===== src/rtl/bit_serializer.sv =====
// rtl/bit_serializer.sv - parallel-to-serial frame stage with LOAD/READY handshake
// Outputs decode from registered state only, so LOAD/DIN never reach an output combinationally.
module bit_serializer #(
  parameter int DATA_W     = 8,
  parameter int BIT_CYCLES = 1,
  parameter int MSB_FIRST  = 1
) (
  input  logic              CLK,
  input  logic              nRST,
  input  logic              LOAD,
  input  logic [DATA_W-1:0] DIN,
  output logic              READY,
  output logic              SOUT,
  output logic              SVALID,
  output logic              DONE
);

  localparam int BW = $clog2(DATA_W);
  localparam int PW = (BIT_CYCLES > 1) ? $clog2(BIT_CYCLES) : 1;
  localparam logic [BW-1:0] BIT_LAST = BW'(DATA_W - 1);
  localparam logic [PW-1:0] PER_LAST = PW'(BIT_CYCLES - 1);

  typedef enum logic [1:0] {
    IDLE   = 2'd0,
    SHIFT  = 2'd1,
    FINISH = 2'd2
  } state_t;

  state_t            state, next_state;
  logic [DATA_W-1:0] sreg, next_sreg;
  logic [BW-1:0]     bit_cnt, next_bit_cnt;
  logic [PW-1:0]     per_cnt, next_per_cnt;
  logic              cur_bit;

  always_ff @(posedge CLK) begin
    if (!nRST) begin
      state   <= IDLE;
      sreg    <= '0;
      bit_cnt <= '0;
      per_cnt <= '0;
    end else begin
      state   <= next_state;
      sreg    <= next_sreg;
      bit_cnt <= next_bit_cnt;
      per_cnt <= next_per_cnt;
    end
  end

  always_comb begin
    next_state   = state;
    next_sreg    = sreg;
    next_bit_cnt = bit_cnt;
    next_per_cnt = per_cnt;
    case (state)
      IDLE, FINISH: begin
        // FINISH accepts a new word too, giving a single idle cycle between frames
        if (LOAD) begin
          next_state   = SHIFT;
          next_sreg    = DIN;
          next_bit_cnt = '0;
          next_per_cnt = '0;
        end else begin
          next_state = IDLE;
        end
      end
      SHIFT: begin
        if (per_cnt == PER_LAST) begin
          next_per_cnt = '0;
          if (bit_cnt == BIT_LAST) begin
            next_state = FINISH;
          end else begin
            next_bit_cnt = bit_cnt + BW'(1);
            next_sreg    = (MSB_FIRST != 0) ? {sreg[DATA_W-2:0], 1'b0}
                                            : {1'b0, sreg[DATA_W-1:1]};
          end
        end else begin
          next_per_cnt = per_cnt + PW'(1);
        end
      end
      default: next_state = IDLE;
    endcase
  end

  assign cur_bit = (MSB_FIRST != 0) ? sreg[DATA_W-1] : sreg[0];
  assign READY   = (state != SHIFT);
  assign SVALID  = (state == SHIFT);
  assign SOUT    = (state == SHIFT) && cur_bit;
  assign DONE    = (state == FINISH);

endmodule


===== config.mk =====
export PLATFORM = sky130hd
export DESIGN_NAME = bit_serializer
export DESIGN_NICKNAME = d
export VERILOG_FILES = /design/src/rtl/bit_serializer.sv
export SDC_FILE = /design/constraint.sdc
export NUM_CORES = 1
export LEC_CHECK = 0
export ABC_AREA = 1
export CAP_MARGIN = 20
export CORE_MARGIN = 4
export CORE_UTILIZATION = 25
export DETAILED_ROUTE_END_ITERATION = 7
export PLACE_DENSITY = 0.48
export SETUP_SLACK_MARGIN = 0.4
export SLEW_MARGIN = 20
export SYNTH_ARGS = -nofsm -noshare
export SYNTH_HDL_FRONTEND = slang
export SYNTH_SLANG_ARGS = --single-unit

===== constraint.sdc =====
create_clock -name CLK -period 1.6 [get_ports CLK]
set_input_delay 0.32 -clock CLK [delete_from_list [all_inputs] [get_ports CLK]]
set_output_delay 0.32 -clock CLK [all_outputs]
set_load 0.02 [all_outputs]

Word-level counts from Yosys, hierarchy flattened
Index checks and enable logic that the tools add are counted.
W data, S select, Z words.
{ "totals": {"ff_bits": 14, "input_bits": 11, "elab_cells": 36} }
{ "classes": {"add_sub_neg": 2, "n_eq_ne": 8, "muxes": 15, "n_reduce_logical": 7} }
{ "op_table": {"columns": ["op", "n"], "rows": [
  ["$mux W8", 3],
  ["$pmux W8 S2", 1],
  ["$mux W3", 3],
  ["$ne A2 B2 Y1 const B", 3],
  ["$pmux W3 S2", 1],
  ["$mux W2", 2],
  ["$ne A2 B1 Y1 const B", 2],
  ["$pmux W2 S2", 1],
  ["$reduce_and A2 Y1", 2],
  ["$reduce_and A4 Y1", 1],
  ["$add A3 B1 Y3 const B", 1],
  ["$eq A3 B3 Y1 const B", 1],
  ["$mux W1", 3],
  ["$eq A2 B1 Y1 const B", 1],
  ["$eq A2 B2 Y1 const B", 1],
  ["$logic_not A2 Y1", 1],
  ["$pmux W1 S2", 1],
  ["$reduce_bool A2 Y1", 1],
  ["$reduce_or A2 Y1", 1],
  ["$add A1 B1 Y1 const B", 1],
  ["$logic_and A1 B1 Y1", 1]
]} }

Logic depth before layout (Yosys ltp)
Gate-level depths: netlist of the first run.
{ "depth": {"depth_word": 4, "ltp_mapped": 8} }

Least setup slack after synthesis of the first run
Ideal clock, no wire load.
{ "synth_path": {"path_kind": "reg2out", "start": "register state[1]", "end": "output SOUT", "t_arrival_ns": 0.971, "required_time_ns": 1.280, "setup_slack_ns": 0.309, "path_stages_with_launch": 5, "path_buffers": 1, "cell_sequence": "dfxtp_1 > inv_2 > nand2_1 > buf_6 > nor2_1"} }
{ "synth_between": {"elab_chain_cells": 2} }
{ "synth_lines": {"columns": ["item", "line_no", "text"], "rows": [
  ["start, declared", "29", "state_t state, next_state;"],
  ["start signal, assigned", "42", "state <= next_state;"],
  ["$eq A2 B1 Y1", "87", "assign SOUT = (state == SHIFT) && cur_bit;"],
  ["$logic_and A1 B1 Y1", "87", null],
  ["end, declared", "13", "output logic SOUT,"]
]} }
No other way between the ends.

Worst setup path after layout of the first run
{ "layout_path": {"start": "register state[0]", "end": "output DONE"} }
{ "layout_between": {"elab_chain_cells": 1} }
{ "layout_lines": {"columns": ["item", "line_no", "text"], "rows": [
  ["$eq A2 B2 Y1", "88", "assign DONE = (state == FINISH);"],
  ["end, declared", "15", "output logic DONE"]
]} }
No other way between the ends.

==> metrics.md, run 1 <==
| Metric | Value |
|---|---|
| Outcome | `finished clean` |
| Min-Delay Endpoint | `sreg[0]$_SDFFE_PN0P_` |
| Minimum clock period | `1.30 ns` |
| Die width | `61.6 µm` |
| # port buffers | `14` |
| Layout Cells excl Fill | `170` |
| Pins Over Slew Limit | `0` |
| All-Layer GR Usage | `11.2%` |
| CTS H-tree depth | `1` |
| Routing usage on met2 | `16.0%` |
| Min-Delay Path Class | `register to register` |
| Area occupied by multi-input gates | `492 µm²` |
| Ys Warns | `0` |
| Design area | `0.00115 mm²` |
| Fillers | `285` |
| Hold_sp | `sreg[0]$_SDFFE_PN0P_` |
| Final ANT Viol Nets | `0` |
| FF-to-FF Start | `bit_cnt[0]$_SDFFE_PN0P_` |
| Post-synth top area cell | `dfxtp_1` |
| First-pass GRT wire length | `3090 µm` |
| CP Launch Type | `register` |
| Peak Freq | `0.769 GHz` |
| Crit end category | `primary output` |
| Die Area | `0.00379 mm²` |
| Gate power share | `29.1%` |
| Synth Net Count | `126` |
| Mean Syn Cell Area | `6.36 µm²` |
| # clock sinks | `13` |
| Starting DRT DRC Count | `23` |
| R2R Setup Slk | `0.31 ns` |
| DP Cell Count | `162` |
| Final wirelength | `2120 µm` |
| Cells after synthesis | `113` |
| Grt ovf | `0` |
| RePlAce Congestion | `0.717` |
| CORE AREA | `0.00276 mm²` |
| RR Endpoint | `sreg[6]$_SDFFE_PN0P_` |
| Top FF cell, synth | `dfxtp_1` |
| Yosys cell types | `16` |
| Pre-antenna DRT Iters | `4` |
| Sequential area share after synthesis | `36.2%` |
| R2R depth | `7` |
| Mapped cell area | `718 µm²` |
| Ratio of cells with drive above 1 in the final layout | `32.4%` |
| RSZ-0062 raised after global routing | `yes` |
| CP required | `1.28 ns` |
| Clock Skew | `0.00717 ns` |
| Pin count of the biggest net entering global routing | `12` |
| Residual DRC | `0` |
| Crit Path Category | `register to primary output` |
| # diodes | `0` |
| TritonCTS buffer count | `3` |
| Post-synth EDFFs | `0` |
| Int Pwr | `561 µW` |
| Register area | `268 µm²` |
| Maximum clock insertion buffer count | `2` |
| Flops & latches, synth | `13` |
| Part of the power in registers | `44.1%` |
| Slew HR | `84.1%` |
| Yosys top cell area share | `36.2%` |
| Area grow syn2layout | `59.8%` |
| IO Count | `15` |
| Post-DR vias/cell | `4.62` |
| Sw power | `266 µW` |
| Static Leak | `0.000515 µW` |
| Clock latency on the worst-skew pair | `0.29 ns` |
| Max rail drop VDD | `0.493 mV` |
| Core Rows | `19` |
| Vias | `785` |
| WP data arrival | `0.98 ns` |
| Clk pwr share | `26.8%` |
| Least-Margin Pin Slew | `0.238 ns` |
| CTS tree | `done` |
| Sum Neg Setup Slack | `0 ns` |
| Wire length per cell | `12.5 µm` |
| Synth top area cells | `dfxtp_1, nand2_1, nor2_1` |
| Met3 Use GR | `4.82%` |
| Top fanout value on the critical path | `3` |
| Max cap viols | `0` |
| Cell Pwr Density | `721 mW/mm²` |
| Root Driver | `clkbuf_4` |
| Clock-pin slew on the worst setup and hold paths | `0.09 ns` |
| Ys async rst share | `0%` |
| GR Layer Usage met1 | `15.5%` |
| Initial antenna violation count | `0` |
| Fin. Hold Viols | `0` |
| Final setup fails | `0` |
| CTS Hold Bufs | `0` |
| Hold path depth | `2` |
| Initial Utilization | `26.0%` |
| Global-route layer with the greatest usage | `met2` |
| Number of global-route vias before repair | `670` |
| DIE HEIGHT | `61.6 µm` |
| Hpwl dp | `1270 µm` |
| Fin nets | `153` |
| Final core utilization | `41.6%` |
| Switch share | `32.2%` |
| Hold_ws | `0.500 ns` |
| Placement Cell Area | `936 µm²` |
| Period utilization | `81.3%` |
==> Yosys cell counts, types with 2 or more instances <==
cell,n
inv_1,16
ha_1,2
nand3_1,18
nand2_1,27
dfxtp_1,13
buf_6,3
nor2_1,25
==> cell usage in the layout (no fill, tap or decap), types with 2 or more instances in the layout <==
cell             netlist  final
clkbuf_4               0      3
nor2_2                 0      3
nand2_1               27     25
buf_4                  1      8
nor2_4                 0      9
clkdlybuf4s50_1        0     10
buf_6                  3      5
ha_4                   0      2
nand3_1               18     18
inv_1                 16     15
nand2_4                0      2
dfxtp_2                0      3
nor2_1                25     13
dfxtp_1               13      9
nand3_4                0      2
==> per-layer routing <==
layer | vias up | share of wire, %
li1 | 400 | -
met1 | 367 | 46
met2 | 16 | 48
met3 | 2 | 5.2
met4 | 0 | 0.47
met5 | - | 0
==> critical path: stages (launching register included) <==
cell and delay, ns:
dfxtp_4 0.37, buf_6 0.12, nor2_4 0.08, buf_6 0.12
==> how the worst max path moves through the flow <==
stage                                        from              endpoint  slack [ns]  cells past startpoint
after global routing      bit_cnt[1]$_SDFFE_PN0P_  sreg[4]$_SDFFE_PN0P_        0.24                      7
final                       state[0]$_SDFFE_PN0P_                  DONE        0.30                      3
after CTS                   state[1]$_SDFFE_PN0P_                  SOUT        0.30                      4
after global placement      state[0]$_SDFFE_PN0P_                  DONE        0.09                      3
after detailed placement    state[0]$_SDFFE_PN0P_                  DONE         0.1                      3
after floorplan             state[1]$_SDFFE_PN0P_                  SOUT        0.40                      4
==> power by group through the flow <==
stage	clock [µW]	combinational (µW)	sequential, µW
final	222	240	365
after global routing	247	265	367
after CTS	230	195	363
after detailed placement	0	183	368
after global placement	0	183	367
after floorplan	0	120	365
==> sequential cells by signal, indices dropped and copies added (netlist names) <==
signal	cells
bit_cnt	3
state	2
sreg	8
==> cell type report <==
cell class / count / area share (%)
multi-input combinational: 79 / 42.9
sequential: 13 / 23.3
timing repair buffer: 26 / 22.4
inverter: 17 / 5.78
tap: 31 / 3.38
clock buffer: 4 / 2.29
==> through the flow <==
| stage | power, µW | setup WS (ns) |
|---|---|---|
| 2_1_floorplan | 485 | 0.398 |
| 3_3_place_gp | 550 | 0.0932 |
| 3_5_place_dp | 551 | 0.0953 |
| 4_1_cts | 788 | 0.304 |
| 5_1_grt | 880 | 0.242 |
| 6_report | 827 | 0.300 |
==> cells by family after synthesis <==
| group | Yosys count | share of synthesized area, % |
|---|---|---|
| AND/OR/NAND/NOR | 74 | 43.6 |
| buffers and inverters | 22 | 15.3 |
| AO/OA/AOI/OAI | 2 | 1.39 |
| adder cells (fa/ha/maj) | 2 | 3.48 |
| flip-flops | 13 | 36.2 |
==> timing repair <==
| item | in CTS | in global routing |
|---|---|---|
| endpoints found under the setup margin | 16 | 16 |
| endpoints found under the hold margin | 0 | 0 |
| pin swaps | 3 | 9 |
| resized for setup | 38 | 25 |
| cloned | 0 | 1 |
| setup buffers | 1 | 2 |
Note: power is estimated with default switching activity, not from simulation.
==> run 2: changes to the inputs <==
==> constraint.sdc (replaced) <==
create_clock -name CLK -period 1.28 [get_ports CLK]
set_input_delay 0.256 -clock CLK [delete_from_list [all_inputs] [get_ports CLK]]
set_output_delay 0.256 -clock CLK [all_outputs]
set_load 0.02 [all_outputs]
==> run 2 against run 1 <==
- the run now ends with setup timing left
- final cell count grew 1.2%
- sequential cell count is the same
- utilization shrank 0.14 points
- clock-buffer cell count is the same
- cell area shrank 0.33%
- critical path depth grew 4
- hold slack lost 0.0082 ns
- critical path type is now register to register
- critical endpoint is now bit_cnt[2]$_SDFFE_PN0P_
- highest routed layer unchanged
==> metrics.md, run 2 (synthesis results as in run 1) <==
| Metric | Value |
|---|---|
| Sum Neg Setup Slack | `-0.00621 ns` |
| CORE AREA | `0.00276 mm²` |
| Top fanout value on the critical path | `6` |
| Max cap viols | `0` |
| Starting DRT DRC Count | `12` |
| Hpwl dp | `1320 µm` |
| R2R depth | `7` |
| Period utilization | `100%` |
| Number of global-route vias before repair | `763` |
| Static Leak | `0.000516 µW` |
| Area grow syn2layout | `59.2%` |
| Root Driver | `clkbuf_4` |
| Failing checks | `setup timing` |
| Fin. Hold Viols | `0` |
| Most frequent cells in the layout | `nand2_1, nand3_1, nor2_1, inv_1` |
| Least-Margin Pin Slew | `0.208 ns` |
| Peak Freq | `0.777 GHz` |
| Final core utilization | `41.5%` |
| Clock Skew | `0.00312 ns` |
| Clock latency on the worst-skew pair | `0.27 ns` |
| Crit Path Category | `register to register` |
| Final wirelength | `1900 µm` |
| CP Launch Type | `register` |
| Initial antenna violation count | `0` |
| Post-DR vias/cell | `4.41` |
| CP required | `1.45 ns` |
| RSZ-0062 raised after global routing | `yes` |
| CTS Hold Bufs | `0` |
| Ratio of cells with drive above 1 in the final layout | `32.6%` |
| Crit end category | `register` |
| Minimum clock period | `1.29 ns` |
| Largest regs | `sreg: 8 flops, bit_cnt: 3 flops, state: 2 flops` |
| RePlAce Congestion | `0.786` |
| Most common cell after layout, fill and taps aside | `nand2_1` |
| IO Count | `15` |
| Min-Delay Path Class | `register to register` |
| Die width | `61.6 µm` |
| Pins Over Slew Limit | `0` |
| Pre-antenna DRT Iters | `4` |
| Residual DRC | `0` |
| Outcome | `finished with violations` |
| # clock sinks | `13` |
| Clock-pin slew on the worst setup and hold paths | `0.08 ns` |
| Pin count of the biggest net entering global routing | `11` |
| Initial Utilization | `26.0%` |
| Hold path depth | `2` |
| # diodes | `0` |
| Core Rows | `19` |
| Final ANT Viol Nets | `0` |
| # port buffers | `14` |
| DIE HEIGHT | `61.6 µm` |
| CTS tree | `done` |
| Fillers | `298` |
| Fin nets | `155` |
| RR Endpoint | `bit_cnt[2]$_SDFFE_PN0P_` |
| FF-to-FF Start | `bit_cnt[1]$_SDFFE_PN0P_` |
| Most flop-heavy register | `sreg` |
| Slew HR | `86.1%` |
| Min-Delay Endpoint | `sreg[0]$_SDFFE_PN0P_` |
| All-Layer GR Usage | `12.1%` |
| Hold_sp | `sreg[0]$_SDFFE_PN0P_` |
| First-pass GRT wire length | `3380 µm` |
| CTS H-tree depth | `1` |
| Power, Total | `991 µW` |
| TritonCTS buffer count | `3` |
| Vias | `758` |
| Post-route setup slack | `-0.00621 ns` |
| WP data arrival | `1.46 ns` |
| Die Area | `0.00379 mm²` |
| Grt ovf | `0` |
| Max rail drop VDD | `0.649 mV` |
| Critical path launch point | `bit_cnt[1]$_SDFFE_PN0P_` |
| Wire length per cell | `11.0 µm` |
| Final setup fails | `1` |
| R2R Setup Slk | `-0.006 ns` |
| Flip-flop count of the largest register after layout | `8` |
| Cell Pwr Density | `867 mW/mm²` |
| Maximum clock insertion buffer count | `2` |
[run 2: changes by cell type in the layout (fill, tap and decap cells not counted), moves of 2 or more]
cell	previous run	this run
buf_6	5	7
nor2_4	9	4
nor2_1	13	16
nor2_2	3	5
buf_4	8	10
nand2_4	2	0
[run 2: layout make-up]
type,count,area [µm²],area share [%]
Clock buffer,4,26.3,2.30
Inverter,17,73.8,6.46
Tap cell,31,38.8,3.39
Timing Repair Buffer,28,269,23.5
Sequential cell,13,268,23.4
Multi-Input combinational cell,79,468,40.9
[run 2: where the power goes]
group          internal, µW  switching, µW
clock network           121            130
registers               435           19.7
logic                   142            144
[run 2: worst max path at each step]
stage | to | slack [ns] | cells past startpoint
2_1_floorplan | bit_cnt[1]$_SDFFE_PN0P_ | 0.1 | 7
3_3_place_gp | SOUT | -0.17 | 4
3_5_place_dp | SOUT | -0.17 | 4
4_1_cts | SOUT | 0.01 | 4
5_1_grt | sreg[7]$_SDFFE_PN0P_ | -0.04 | 7
6_report | bit_cnt[2]$_SDFFE_PN0P_ | -0.006 | 7
[run 2: metrics by stage]
step / instances / hold WS [ns] / area, µm² / setup slack (ns)
2_1_floorplan: 113 / 0.407 / 792 / 0.0989
3_3_place_gp: 163 / 0.473 / 987 / -0.166
3_5_place_dp: 163 / 0.487 / 987 / -0.171
4_1_cts: 172 / 0.497 / 1110 / 0.0134
5_1_grt: 172 / 0.522 / 1140 / -0.0441
6_report: 172 / 0.491 / 1140 / -0.00621
[run 2: critical path, cell delays in order, from the launching register on]
cell and delay (ns):
dfxtp_2 0.34, ha_4 0.16, ha_4 0.16, o21ai_2 0.14, nand2_2 0.10, buf_6 0.14
nor2_1 0.09, nor2_1 0.05
[run 2: metal layers]
metal / vias to the layer above / GRT usage [%] / share of wire, %
li1: 407 / - / -
met5: - / 0 / 0
met2: 14 / 18.1 / 45
met1: 333 / 16.5 / 49
met4: 0 / 6.06 / 1.4
met3: 4 / 2.31 / 4.5
[run 2: repair_timing]
action,CTS,global route
pin swaps,14,4
cloned,1,0
resized for setup,39,9
buffers inserted,4,0
setup endpoints to repair,17,17
==> run 3: changes to the inputs <==
--- a/config.mk
+++ b/config.mk
@@ -7,7 +7,7 @@
 export LEC_CHECK = 0
 export ABC_AREA = 1
 export CAP_MARGIN = 20
-export CORE_MARGIN = 4
+export CORE_MARGIN = 10
 export CORE_UTILIZATION = 25
 export DETAILED_ROUTE_END_ITERATION = 7
 export PLACE_DENSITY = 0.48
==> run 3 against run 2 <==
- the flow still finishes with violations (setup timing)
- combinational power grew 19%
- worst setup slack got worse by 0.0048 ns
- clock power rose by 4%
- register-to-register slack is essentially flat
- critical path type unchanged
- largest cell class unchanged
==> metrics.md, run 3 (synthesis results as in run 1) <==
| Metric | Value |
|---|---|
| DIE HEIGHT | `73.6 µm` |
| Grt ovf | `0` |
| Fin. Hold Viols | `0` |
| Period utilization | `101%` |
| Register area | `270 µm²` |
| First-pass GRT wire length | `3550 µm` |
| R2R Setup Slk | `-0.01 ns` |
| Post-DR vias/cell | `4.59` |
| Final wirelength | `2320 µm` |
| Clock latency on the worst-skew pair | `0.28 ns` |
| Ratio of cells with drive above 1 in the final layout | `39.3%` |
| Maximum clock insertion buffer count | `2` |
| Power, Total | `1050 µW` |
| Die width | `73.6 µm` |
| Pin count of the biggest net entering global routing | `11` |
| Crit end category | `register` |
| CP Launch Type | `register` |
| Top sig layer | `met4` |
| Minimum clock period | `1.29 ns` |
| Top fanout value on the critical path | `3` |
| CTS H-tree depth | `1` |
| # diodes | `0` |
| Max cap viols | `0` |
| Starting DRT DRC Count | `30` |
| Initial antenna violation count | `0` |
| Largest regs | `sreg: 8 flops, bit_cnt: 3 flops, state: 2 flops` |
| Most flop-heavy register | `sreg` |
| Hpwl dp | `1480 µm` |
| Most frequent cells in the layout | `nand2_1, nand3_1, inv_1, nor2_1, buf_4` |
| # port buffers | `14` |
| CTS tree | `done` |
| Hold_sp | `sreg[0]$_SDFFE_PN0P_` |
| CP required | `1.46 ns` |
| CORE AREA | `0.00276 mm²` |
| Met2 WL post-DR | `1080 µm` |
| Vias | `807` |
| Hold_ws | `0.485 ns` |
| Static Leak | `0.000557 µW` |
| RSZ-0062 raised after global routing | `yes` |
| Outcome | `finished with violations` |
| Wire length per cell | `13.2 µm` |
| Root Driver | `clkbuf_4` |
| Most common cell after layout, fill and taps aside | `nand2_1` |
| RR Endpoint | `sreg[1]$_SDFFE_PN0P_` |
| Flip-flop count of the largest register after layout | `8` |
| Least-Margin Pin Slew | `0.214 ns` |
| Core Rows | `19` |
| Die Area | `0.00542 mm²` |
| Min-Delay Endpoint | `sreg[0]$_SDFFE_PN0P_` |
| # clock sinks | `13` |
| Final core utilization | `45.5%` |
| TritonCTS buffer count | `3` |
| RePlAce Congestion | `0.768` |
| Clock-pin slew on the worst setup and hold paths | `0.08 ns` |
| Slew HR | `85.7%` |
| Met1 WL | `1040 µm` |
| Cell Pwr Density | `838 mW/mm²` |
| Pins Over Slew Limit | `0` |
| Area grow syn2layout | `74.7%` |
| Pre-antenna DRT Iters | `4` |
| Post-route setup slack | `-0.0110 ns` |
| CTS Hold Bufs | `0` |
| Initial Utilization | `26.0%` |
| Hold path depth | `2` |
| Final ANT Viol Nets | `0` |
| Met3 Wirelength | `152 µm` |
| Number of global-route vias before repair | `795` |
| FF-to-FF Start | `bit_cnt[1]$_SDFFE_PN0P_` |
| IO Count | `15` |
| Min-Delay Path Class | `register to register` |
| Peak Freq | `0.775 GHz` |
| R2R depth | `7` |
| Fin nets | `159` |
| Fillers | `295` |
| Max rail drop VDD | `0.426 mV` |
| Crit Path Category | `register to register` |
| Clock Skew | `0.00365 ns` |
| Design area | `0.00125 mm²` |
| Residual DRC | `0` |
| All-Layer GR Usage | `8.24%` |
| Placement Cell Area | `1000 µm²` |
| Area occupied by multi-input gates | `512 µm²` |
| Failing checks | `setup timing` |
| WP data arrival | `1.47 ns` |
| Final setup fails | `4` |
-- run 3: changes by cell type in the layout (fill, tap and decap cells not counted), sizes merged --
| cell | before | now |
|---|---|---|
| clkbuf | 4 | 5 |
| buf | 18 | 21 |
-- run 3: what timing repair did --
| item | in CTS | in global routing |
|---|---|---|
| cloned | 1 | 1 |
| buffers inserted | 0 | 7 |
| pin swaps | 2 | 13 |
| gates resized for setup | 33 | 29 |
| setup endpoints to repair | 17 | 17 |
-- run 3: final cells by class --
class                      instances  area share (%)
clock buffer                       4            2.09
inverter                          17            6.28
multi-input combinational         79            40.8
sequential                        13            21.5
tap                               31            3.09
timing repair buffer              32            26.2
-- run 3: per-layer routing --
layer,vias to the layer above,GRT usage [%]
met4,0,4.35
met2,27,12.4
met5,-,0
li1,413,-
met3,4,2.56
met1,363,10.2
-- run 3: power breakdown --
group	internal [µW]	switching, µW	leakage (µW)
clock	121	138	0.0000150
sequential	433	20.1	0.000109
combinational	173	166	0.000433
total	727	324	0.000557
-- run 3: how the worst max path moves through the flow --
| stage | start | slack, ns | to | depth (start not counted) |
|---|---|---|---|---|
| 4_1_cts | state[0]$_SDFFE_PN0P_ | -0.04 | sreg[6]$_SDFFE_PN0P_ | 7 |
| 3_3_place_gp | state[1]$_SDFFE_PN0P_ | -0.18 | SOUT | 4 |
| 3_5_place_dp | state[1]$_SDFFE_PN0P_ | -0.20 | SOUT | 4 |
| 6_report | bit_cnt[1]$_SDFFE_PN0P_ | -0.01 | sreg[1]$_SDFFE_PN0P_ | 7 |
| 2_1_floorplan | bit_cnt[1]$_SDFFE_PN0P_ | 0.1 | bit_cnt[1]$_SDFFE_PN0P_ | 7 |
| 5_1_grt | bit_cnt[1]$_SDFFE_PN0P_ | -0.08 | sreg[1]$_SDFFE_PN0P_ | 7 |
-- run 3: critical path, cell delays in order, from the launching register on --
cell and delay [ns]:
dfxtp_2 0.34, ha_4 0.16, ha_4 0.17, o21ai_4 0.15, nand2_4 0.09, buf_4 0.15
nor2_2 0.09, nor2_1 0.05
-- run 3: per-stage QoR --
stage          setup slack [ns]  setup TNS [ns]  instances
6_report                -0.0110         -0.0356        176
5_1_grt                 -0.0763          -0.579        176
4_1_cts                 -0.0437          -0.378        168
3_5_place_dp             -0.200           -1.82        163
3_3_place_gp             -0.182           -1.70        163
2_1_floorplan            0.0989               0        113
